$ cat src/rtl/acm_scheduler_pkg.sv
// Shared definitions for the ACM read-address scheduler.
// Holds the operating-mode encoding that s_mode_i carries.
package p_hardisc;

  typedef enum logic [1:0] {
    ACM_MODE_OFF   = 2'b00,
    ACM_MODE_SWEEP = 2'b01,
    ACM_MODE_MIXED = 2'b10,
    ACM_MODE_PRIO  = 2'b11
  } acm_mode_e;

endpackage

$ cat src/rtl/acm_susp_fifo.sv
// Suspect-address queue for the ACM scheduler: a circular buffer of
// QDEPTH x AW entries.
// Ports:
//   s_clk_i, s_resetn_i : clock, asynchronous active-low reset
//   s_clear_i           : drop all entries at the next edge
//   s_pop_i             : number of head entries removed this cycle (0..NRP)
//   s_push_i            : append s_push_add_i behind the remaining entries
//   s_entries_o         : entries in FIFO order, head in bits [AW-1:0]
//   s_count_o           : current occupancy
//   s_dup_o             : s_push_add_i equals a valid (pre-pop) entry
module acm_susp_fifo #(
  parameter int unsigned QDEPTH = 4,
  parameter int unsigned AW     = 5,
  parameter int unsigned NRP    = 2,
  parameter int unsigned CW     = $clog2(QDEPTH + 1),
  parameter int unsigned PW     = $clog2(NRP + 1)
) (
  input  logic                 s_clk_i,
  input  logic                 s_resetn_i,
  input  logic                 s_clear_i,
  input  logic [PW-1:0]        s_pop_i,
  input  logic                 s_push_i,
  input  logic [AW-1:0]        s_push_add_i,
  output logic [QDEPTH*AW-1:0] s_entries_o,
  output logic [CW-1:0]        s_count_o,
  output logic                 s_dup_o
);

  localparam int unsigned IW = $clog2(QDEPTH);

  logic [AW-1:0] mem [QDEPTH];
  logic [IW-1:0] r_head;
  logic [CW-1:0] r_count;
  logic [IW-1:0] tail;
  logic [IW-1:0] head_nxt;

  function automatic logic [IW-1:0] wrap_idx(input int unsigned i);
    return IW'(i % QDEPTH);
  endfunction

  always_comb begin
    s_entries_o = '0;
    s_dup_o     = 1'b0;
    for (int unsigned i = 0; i < QDEPTH; i++) begin
      s_entries_o[i*AW +: AW] = mem[wrap_idx(32'(r_head) + i)];
      if ((i < 32'(r_count)) && (mem[wrap_idx(32'(r_head) + i)] == s_push_add_i))
        s_dup_o = 1'b1;
    end
    // The tail slot does not move with a pop, so a push lands directly
    // behind whatever survives this cycle's pop.
    tail     = wrap_idx(32'(r_head) + 32'(r_count));
    head_nxt = wrap_idx(32'(r_head) + 32'(s_pop_i));
  end

  assign s_count_o = r_count;

  always_ff @(posedge s_clk_i or negedge s_resetn_i) begin
    if (!s_resetn_i) begin
      r_head  <= '0;
      r_count <= '0;
    end else if (s_clear_i) begin
      r_head  <= '0;
      r_count <= '0;
    end else begin
      r_head  <= head_nxt;
      r_count <= r_count - CW'(s_pop_i) + CW'(s_push_i);
    end
  end

  always_ff @(posedge s_clk_i) begin
    if (s_push_i && !s_clear_i)
      mem[tail] <= s_push_add_i;
  end

endmodule

$ cat src/rtl/acm_scheduler.sv
// ACM read-address scheduler: gives every idle register-file read port a
// scrub address, taken from a suspect queue or from a sequential sweep.
// Ports:
//   s_clk_i, s_resetn_i : clock, asynchronous active-low reset
//   s_mode_i            : 00 off, 01 sweep, 10 sweep+priority, 11 priority-only
//   s_flush_i           : treat all ports as free this cycle
//   s_free_i            : per-port idle flags
//   s_susp_valid_i/add_i/ready_o : suspect-address report handshake
//   s_scrub_use_o       : per-port scrub enable
//   s_scrub_add_o       : per-port scrub address, port k in [k*AW +: AW]
//   s_scrub_pri_o       : per-port flag, address taken from the queue
//   s_qcount_o          : suspect-queue occupancy
module acm_scheduler
  import p_hardisc::*;
#(
  parameter int unsigned NRP       = 2,
  parameter int unsigned AW        = 5,
  parameter int unsigned FIRST_ADD = 1,
  parameter int unsigned QDEPTH    = 4
) (
  input  logic                           s_clk_i,
  input  logic                           s_resetn_i,
  input  logic [1:0]                     s_mode_i,
  input  logic                           s_flush_i,
  input  logic [NRP-1:0]                 s_free_i,
  input  logic                           s_susp_valid_i,
  input  logic [AW-1:0]                  s_susp_add_i,
  output logic                           s_susp_ready_o,
  output logic [NRP-1:0]                 s_scrub_use_o,
  output logic [NRP*AW-1:0]              s_scrub_add_o,
  output logic [NRP-1:0]                 s_scrub_pri_o,
  output logic [$clog2(QDEPTH+1)-1:0]    s_qcount_o
);

  localparam int unsigned CW = $clog2(QDEPTH + 1);
  localparam int unsigned PW = $clog2(NRP + 1);

  if (NRP > (2 ** AW) - FIRST_ADD) begin : g_chk_nrp
    $error("acm_scheduler: NRP exceeds the number of scrubbable addresses");
  end
  if (QDEPTH < 2) begin : g_chk_qdepth
    $error("acm_scheduler: QDEPTH must be at least 2");
  end

  acm_mode_e            mode;
  logic [NRP-1:0]       free_eff;
  logic [AW-1:0]        r_add;
  logic [AW-1:0]        seq_cur;
  logic [AW-1:0]        add_nxt;
  logic [QDEPTH*AW-1:0] q_entries;
  logic [CW-1:0]        q_count;
  logic                 q_dup;
  logic [PW-1:0]        pop;
  logic                 push;
  logic                 use_queue;

  function automatic logic [AW-1:0] f_next(input logic [AW-1:0] a);
    if (a == '1) return AW'(FIRST_ADD);
    return a + 1'b1;
  endfunction

  // Ports are scanned upward; pop doubles as the running count of queue
  // entries handed out so far and seq_cur as the running sweep address.
  always_comb begin
    mode          = acm_mode_e'(s_mode_i);
    free_eff      = s_flush_i ? '1 : s_free_i;
    use_queue     = (mode == ACM_MODE_MIXED) || (mode == ACM_MODE_PRIO);
    s_scrub_use_o = '0;
    s_scrub_pri_o = '0;
    s_scrub_add_o = '0;
    pop           = '0;
    seq_cur       = r_add;
    add_nxt       = r_add;
    if (mode != ACM_MODE_OFF) begin
      s_scrub_use_o = free_eff;
      for (int unsigned k = 0; k < NRP; k++) begin
        if (free_eff[k]) begin
          if (use_queue && (32'(pop) < 32'(q_count))) begin
            s_scrub_add_o[k*AW +: AW] = q_entries[32'(pop)*AW +: AW];
            s_scrub_pri_o[k]          = 1'b1;
            pop                       = pop + 1'b1;
          end else if (mode == ACM_MODE_PRIO) begin
            s_scrub_add_o[k*AW +: AW] = r_add;
          end else begin
            s_scrub_add_o[k*AW +: AW] = seq_cur;
            seq_cur                   = f_next(seq_cur);
          end
        end
      end
      if (mode != ACM_MODE_PRIO)
        add_nxt = seq_cur;
    end
  end

  assign s_susp_ready_o = s_resetn_i && (mode != ACM_MODE_OFF) && (q_count < CW'(QDEPTH));
  // Rejected reports (below FIRST_ADD or already queued) are still consumed.
  assign push = s_susp_valid_i && s_susp_ready_o &&
                (s_susp_add_i >= AW'(FIRST_ADD)) && !q_dup;
  assign s_qcount_o = q_count;

  always_ff @(posedge s_clk_i or negedge s_resetn_i) begin
    if (!s_resetn_i)
      r_add <= AW'(FIRST_ADD);
    else
      r_add <= add_nxt;
  end

  acm_susp_fifo #(
    .QDEPTH (QDEPTH),
    .AW     (AW),
    .NRP    (NRP),
    .CW     (CW),
    .PW     (PW)
  ) u_fifo (
    .s_clk_i      (s_clk_i),
    .s_resetn_i   (s_resetn_i),
    .s_clear_i    (mode == ACM_MODE_OFF),
    .s_pop_i      (pop),
    .s_push_i     (push),
    .s_push_add_i (s_susp_add_i),
    .s_entries_o  (q_entries),
    .s_count_o    (q_count),
    .s_dup_o      (q_dup)
  );

endmodule

$ cat config.mk
export PLATFORM = sky130hd
export DESIGN_NAME = acm_scheduler
export DESIGN_NICKNAME = d
export VERILOG_FILES = /design/src/rtl/acm_scheduler_pkg.sv /design/src/rtl/acm_susp_fifo.sv /design/src/rtl/acm_scheduler.sv
export SDC_FILE = /design/constraint.sdc
export NUM_CORES = 1
export LEC_CHECK = 0
export BUFFER_PORTS_ARGS = -buffer_cell sky130_fd_sc_hd__buf_2
export CAP_MARGIN = 20
export CORE_MARGIN = 2
export CORE_UTILIZATION = 35
export CTS_BUF_LIST = sky130_fd_sc_hd__clkbuf_8
export DETAILED_ROUTE_END_ITERATION = 8
export PLACE_DENSITY = 0.5
export SLEW_MARGIN = 30
export SYNTH_ARGS = -nofsm -noshare
export SYNTH_HDL_FRONTEND = slang
export SYNTH_SLANG_ARGS = --single-unit
$ cat constraint.sdc
create_clock -name s_clk_i -period 8.5 [get_ports s_clk_i]
set_input_delay 0 -clock s_clk_i [delete_from_list [all_inputs] [get_ports s_clk_i]]
set_output_delay 0 -clock s_clk_i [all_outputs]
set_load 0.03 [all_outputs]
## Yosys cells after proc, flatten, opt, wreduce, memory -nomap -nowiden

Memory sizes are Yosys's and may differ from the RTL's.
Index checks and enable logic that the tools add are counted.
W data, S select, Z words.

- Bits in registers: 10
- RAM bits: 20
- Input port bits: 13
- Output and inout port bits: 18
- Memories kept: 1

- Add/sub/neg operators: 10
- $mul: 1
- Magnitude comparators: 7
- Eq/ne operators: 9
- Shift operators: 1
- Mux-type cells: 48
- Reductions and logical operators: 18

Memory list:

| name | words | bits a word | read ports | clocked after memory_dff | wr ports | RTL line | RTL |
|---|---|---|---|---|---|---|---|
| u_fifo.mem | 4 | 5 | 4 | 0 | 1 | acm_susp_fifo.sv:31 | `logic [AW-1:0] mem [QDEPTH];` |

Operators with widths:

| cell | count |
|---|---|
| $mux W5 | 16 |
| $mux W1 | 22 |
| $eq A5 B5 Y1 | 4 |
| $shiftx A20 B6 Y5 | 1 |
| $mux W2 | 8 |
| $logic_and A1 B1 Y1 | 12 |
| $add A5 B1 Y5 const B | 2 |
| $eq A5 B5 Y1 const B | 2 |
| $mux W10 | 1 |
| $lt A1 B3 Y1 const A | 2 |
| $lt A2 B3 Y1 const A | 2 |
| $ge A5 B1 Y1 const B | 1 |
| $mul A2 B3 Y5 const B | 1 |
| $add A2 B1 Y2 const B | 2 |
| $add A2 B2 Y2 | 2 |
| $add A2 B2 Y2 const B | 2 |
| $eq A2 B2 Y1 const B | 2 |
| $add A3 B1 Y3 | 1 |
| $lt A2 B3 Y1 | 1 |
| $lt A3 B3 Y1 const B | 1 |
| $mux W3 | 1 |
| $sub A3 B2 Y3 | 1 |
| $logic_not A1 Y1 | 2 |
| $logic_not A2 Y1 | 1 |
| other kinds (4) | 4 |

## Logic depth before layout (Yosys ltp)

- Depth in word-level cells: 21
- Gate-level depth with buffers: 13
- Depth with buffers taken out: 12

## By module

A second synthesis with hierarchy kept.

- Cell total of the unflattened synthesis: 301
- Area, all modules: 2859.0 µm²

Modules (own cells, without submodules):

| module | times used | cells each | area each (µm²) | sequential area each (µm²) |
|---|---|---|---|---|
| acm_susp_fifo | 1 | 160 | 1891.8 | 725.7 |
| acm_scheduler | 1 | 141 | 967.2 | 126.4 |

## Worst setup path before layout

No wires, ideal clock.

- Path kind: flip-flop to flip-flop
- From: reg r_add[1]
- To: reg r_add[4]
- Data arrival time: 2.927 ns
- Path slack: 5.448 ns
- Stages on the path, launching flop included: 11
- Cell sequence: dfrtp_1 ha_1 and3_1 ha_1 or4_4 mux2_4 ha_1 and3_1 ha_1 mux2_2 mux2_2

- Longest elaborated chain between the ends: 21
- Elaborated cells on any way between the ends: 23

RTL lines:

| what | RTL line | RTL |
|---|---|---|
| from (decl) | acm_scheduler.sv:47 | `logic [AW-1:0] r_add;` |
| from (signal assigned) | acm_scheduler.sv:103 | `r_add <= AW'(FIRST_ADD);` |
| from (signal assigned) | acm_scheduler.sv:105 | `r_add <= add_nxt;` |
| $eq A5 B5 Y1 | acm_scheduler.sv:58 | `if (a == '1) return AW'(FIRST_ADD);` |
| $mux W1 | acm_scheduler.sv:58 |  |
| $mux W1 | acm_scheduler.sv:82 | `end else if (mode == ACM_MODE_PRIO) begin` |
| $mux W1 | acm_scheduler.sv:78 | `if (use_queue && (32'(pop) < 32'(q_count))) begin` |
| $mux W1 | acm_scheduler.sv:77 | `if (free_eff[k]) begin` |
| $mux W1 | acm_scheduler.sv:74 | `if (mode != ACM_MODE_OFF) begin` |
| $mux W5 | acm_scheduler.sv:59 | `return a + 1'b1;` |
| $mux W5 | acm_scheduler.sv:82 |  |
| [... 5 more ...] | n/a |  |
| $mux W1 | acm_scheduler.sv:82 |  |
| $mux W1 | acm_scheduler.sv:78 |  |
| $mux W1 | acm_scheduler.sv:77 |  |
| $mux W1 | acm_scheduler.sv:74 |  |
| $mux W5 | acm_scheduler.sv:59 |  |
| $mux W5 | acm_scheduler.sv:82 |  |
| $mux W5 | acm_scheduler.sv:78 |  |
| $mux W5 (*) | acm_scheduler.sv:77 |  |

Every way passes the cells marked *; elsewhere a longest branch is shown, timed or not. The select of a mux whose other input is x is not followed.
A chain may end at the register's enable or synchronous reset.

## Worst setup path after layout

- From: reg u_fifo.r_head[0]
- To: reg u_fifo.r_count[2] (netlist: u_fifo.s_count_o[2])

- Longest elaborated chain between the ends: 11
- Elaborated cells on any way between the ends: 20

RTL lines:

| what | RTL line | RTL |
|---|---|---|
| from (decl) | acm_susp_fifo.sv:32 | `logic [IW-1:0] r_head;` |
| from (signal assigned) | acm_susp_fifo.sv:65 | `r_head <= head_nxt;` |
| $add A2 B1 Y2 or $mem_v2 Z4 W5 (tied branches) | n/a |  |
| $mem_v2 Z4 W5 (*) | n/a |  |
| $eq A5 B5 Y1 or $logic_and A1 B1 Y1 (tied branches) | acm_susp_fifo.sv:46 | `if ((i < 32'(r_count)) && (mem[wrap_idx(32'(r_head) + i)] == s_push_add_i))` |
| $logic_and A1 B1 Y1 or $mux W1 (tied branches) | acm_susp_fifo.sv:46 |  |
| $mux W1 (2 in a row) | acm_susp_fifo.sv:46 |  |
| $mux W1 (*) | acm_susp_fifo.sv:46 |  |
| $logic_not A1 Y1 (*) | acm_scheduler.sv:98 | `(s_susp_add_i >= AW'(FIRST_ADD)) && !q_dup;` |
| $logic_and A1 B1 Y1 (*) | acm_scheduler.sv:98 |  |
| $add A3 B1 Y3 (*) | acm_susp_fifo.sv:66 | `r_count <= r_count - CW'(s_pop_i) + CW'(s_push_i);` |
| $mux W3 (*) | acm_susp_fifo.sv:61 | `end else if (s_clear_i) begin` |
| to (signal assigned) | acm_susp_fifo.sv:66 |  |
| to (decl) | acm_susp_fifo.sv:33 | `logic [CW-1:0] r_count;` |

Every way passes the cells marked *; elsewhere a longest branch is shown, timed or not.

==> results.sh <==
export IMPL_status="completed"
export IMPL_synthArstFlopShare=0.333
export IMPL_wirelength_um=5280
export IMPL_crit_type="flop to flop"
export IMPL_nFillCells=646
export IMPL_antenna_found_initial=0
export IMPL_worstPathRequired_ns=8.67
export IMPL_yosysUniqueCellTypes=45
export IMPL_relSlewSlack=0.452
export IMPL_drive_gt1_frac=0.242
export IMPL_finClkSkew_ns=0.00736
export IMPL_worstMarginPinSlew_ns=0.815
export IMPL_min_period_ns=3.46
export IMPL_start_util=0.362
export IMPL_cp_common_cell="xnor2_1"
export IMPL_dp_hpwl_um=4180
export IMPL_final_util=0.406
export IMPL_cts_hold_buffers_added=1
export IMPL_min_path_type="input port to flop"
export IMPL_grt_max_degree=18
export IMPL_cap_violations=0
export IMPL_drc=0
export IMPL_cts_root_buf="clkbuf_8"
export IMPL_overflow=0
export IMPL_path_clk_slew_ns=0.07
export IMPL_layout_common_cells="buf_2 (30), edfxtp_1 (20), nand2_1 (18), xnor2_1 (18), nor2_1 (17)"
export IMPL_via_per_inst=5.37
export IMPL_post_dp_cell_area_um2=2480
export IMPL_power_frac_clock=0.132
export IMPL_via_count=1744
export IMPL_pwr_share_comb=0.569
export IMPL_syn_to_final_growth_pct=12.3
export IMPL_place_inst=316
export IMPL_power_share_sequential=0.299
export IMPL_avgSynthCellArea_um2=10.3
export IMPL_yosysWarnings=0
export IMPL_syn_cell_area_um2=2300
export IMPL_switching_share=0.461
export IMPL_arrival_ns=3.63
export IMPL_layout_cells_non_filler=325
export IMPL_slew_violations=0
export IMPL_synth_seq_cells=30
export IMPL_grt_pass1_vias=1709
export IMPL_cts_resized=0
export IMPL_cts_sinks=30
export IMPL_cp_end_kind="flop"
export IMPL_netlist_area_leader_share=0.261
export IMPL_dieArea_um2=7230
export IMPL_io_pins=31
export IMPL_drtAntennaViolNets=0
export IMPL_yosys_area_top_type="edfxtp_1"
export IMPL_register_area_um2=852
export IMPL_power_leakage_nw=1.04
export IMPL_port_buffer_count=30
export IMPL_coreArea_um2=6350
export IMPL_gp_congestion=0.811
export IMPL_setup_tns_ns=0
export IMPL_drt_initial_drc_count=63
export IMPL_firstDrtPassIters=4
export IMPL_cts_max_path_buffers=2
export IMPL_slowest_stage="dfrtp_1"
export IMPL_cts_made_buffers=5
export IMPL_chipWidth_um=85.0
export IMPL_rows=29
export IMPL_power_mw=0.852
export IMPL_synth_area_top_cells="edfxtp_1 (26%), dfrtp_1 (9.8%), mux4_2 (6.9%), xnor2_1 (6.9%), ha_1 (6.5%)"
export IMPL_yosysSeqAreaShare=0.371
export IMPL_htree_levels=2
export IMPL_nets=273
export IMPL_multi_input_area_um2=1340
export IMPL_num_antenna_cells=0
export IMPL_p_int_mw=0.460
export IMPL_startpoint_type="flop"
export IMPL_hold_violations=0
export IMPL_rsz0062_at_grt="no"
export IMPL_slowest_delay_ns=0.88
export IMPL_vdd_drop_max_v=0.000114
export IMPL_critPathMaxFanout=17
export IMPL_track_usage=0.156
export IMPL_final_common_cell="buf_2"
export IMPL_wire_per_inst_um=16.2
export IMPL_period_share=0.407
export IMPL_fin_area_um2=2580
export IMPL_switching_power_mw=0.393
export IMPL_grt_pass1_wl_um=8910
export IMPL_synth_edff_count=20
export IMPL_insertion_delay_ns=0.29
export IMPL_syn_inst=222
export IMPL_dieHeight_um=85.0
export IMPL_timing_fmax_ghz=0.289
export IMPL_crit_chain="mux4_2 > xor2_1 > nor4_1 > a31oi_1 > o221ai_1 > inv_1 > ha_1 > fa_1 > xnor2_1 > xnor2_1 > nor2_1"
export IMPL_powerDensity_nw_per_um2=330
export IMPL_postCtsSetupBuffers=0
export IMPL_ys_flop_type="edfxtp_1"
export IMPL_cts_tree="done"
export IMPL_setup_violations=0
export IMPL_synth_nets=248
cell families after synthesis:
| group | after synthesis | share of synthesized area |
|---|---|---|
| fa+ha+maj | 13 | 0.0741 |
| mux | 30 | 0.175 |
| compound gates | 38 | 0.109 |
| flops | 30 | 0.371 |
| simple gates | 63 | 0.135 |
| buf+inv | 24 | 0.0441 |
| xor+xnor | 24 | 0.0915 |
final timing paths:
kind                                            start                            end  slack, ns  cells past startpoint
setup / recovery           u_fifo.r_head[0]$_DFF_PN0_  u_fifo.s_count_o[2]$_DFF_PN0_       5.04                     11
hold / removal                        s_susp_add_i[2]     u_fifo.mem[3][2]$_DFFE_PP_       0.03                      1
setup reg to reg           u_fifo.r_head[0]$_DFF_PN0_  u_fifo.s_count_o[2]$_DFF_PN0_       5.04                     11
hold reg to reg                  r_add[0]$_DFFE_PN1P_           r_add[0]$_DFFE_PN1P_       0.55                      2
max in group asynchronous                  s_resetn_i           r_add[0]$_DFFE_PN1P_       8.11                      2
min in group asynchronous                  s_resetn_i  u_fifo.s_count_o[2]$_DFF_PN0_       0.11                      2
Yosys cell counts, types with 2 or more instances:
master and n:
or2_2 3, mux2_2 7, o22ai_1 4, and3_1 2, clkbuf_1 9, mux4_2 7, buf_2 3, nand3_1 2
nor3_1 6, o41ai_1 2, nor4_1 3, xnor2_1 18, a21oi_1 10, ha_1 12, o211ai_1 3, o21ai_0 7
a211oi_1 3, dfrtp_1 9, nand2b_1 2, inv_1 10, mux2i_1 15, nand2_1 18, nor2_1 17, nor2b_1 3
a31oi_1 3, edfxtp_1 20, xor2_1 6
worst max-delay path: cells and delay by family (launching register included):
kind            cells  cell delay [ns]
compound gates      2             0.30
xor+xnor            3             0.48
fa+ha+maj           2             0.61
buf+inv             1             0.10
flops               1             0.88
mux                 1             0.63
simple gates        2             0.35
cell type report:
| class | instances | area share |
|---|---|---|
| clock buffer | 5 | 0.0267 |
| multi-input combinational | 168 | 0.521 |
| inverter | 11 | 0.0160 |
| sequential | 30 | 0.330 |
| clock inverter | 3 | 0.00631 |
| tap | 77 | 0.0374 |
| timing repair buffer | 31 | 0.0621 |
power groups by stage:
| stage | clock network [mW] | registers (mW) | logic (mW) |
|---|---|---|---|
| 2_1_floorplan | 0 | 0.232 | 0.406 |
| 3_3_place_gp | 0 | 0.258 | 0.488 |
| 3_5_place_dp | 0 | 0.259 | 0.488 |
| 4_1_cts | 0.115 | 0.256 | 0.490 |
| 5_1_grt | 0.122 | 0.264 | 0.537 |
| 6_report | 0.112 | 0.255 | 0.485 |
state kept, by name (all words and copies together), names as in the netlist:
| name | flops |
|---|---|
| u_fifo.mem | 20 |
| u_fifo.s_count_o | 3 |
| r_add | 5 |
| u_fifo.r_head | 2 |
stage by stage:
step | worst slack, ns | hold slack [ns]
global route | 4.70 | 0.0405
global placement | 5.03 | -0.108
floorplan | 5.45 | -0.296
CTS | 4.99 | 0.0268
finish | 5.04 | 0.0284
detailed placement | 5.00 | -0.106
per-layer routing:
| layer | track usage | share of wire | up-vias |
|---|---|---|---|
| met3 | 0.0389 | 0.049 | 6 |
| met5 | 0 | 0 | - |
| li1 | - | - | 856 |
| met2 | 0.246 | 0.47 | 44 |
| met4 | 0.0404 | 0.0080 | 0 |
| met1 | 0.215 | 0.47 | 838 |
(Power assumes the default switching activity.)
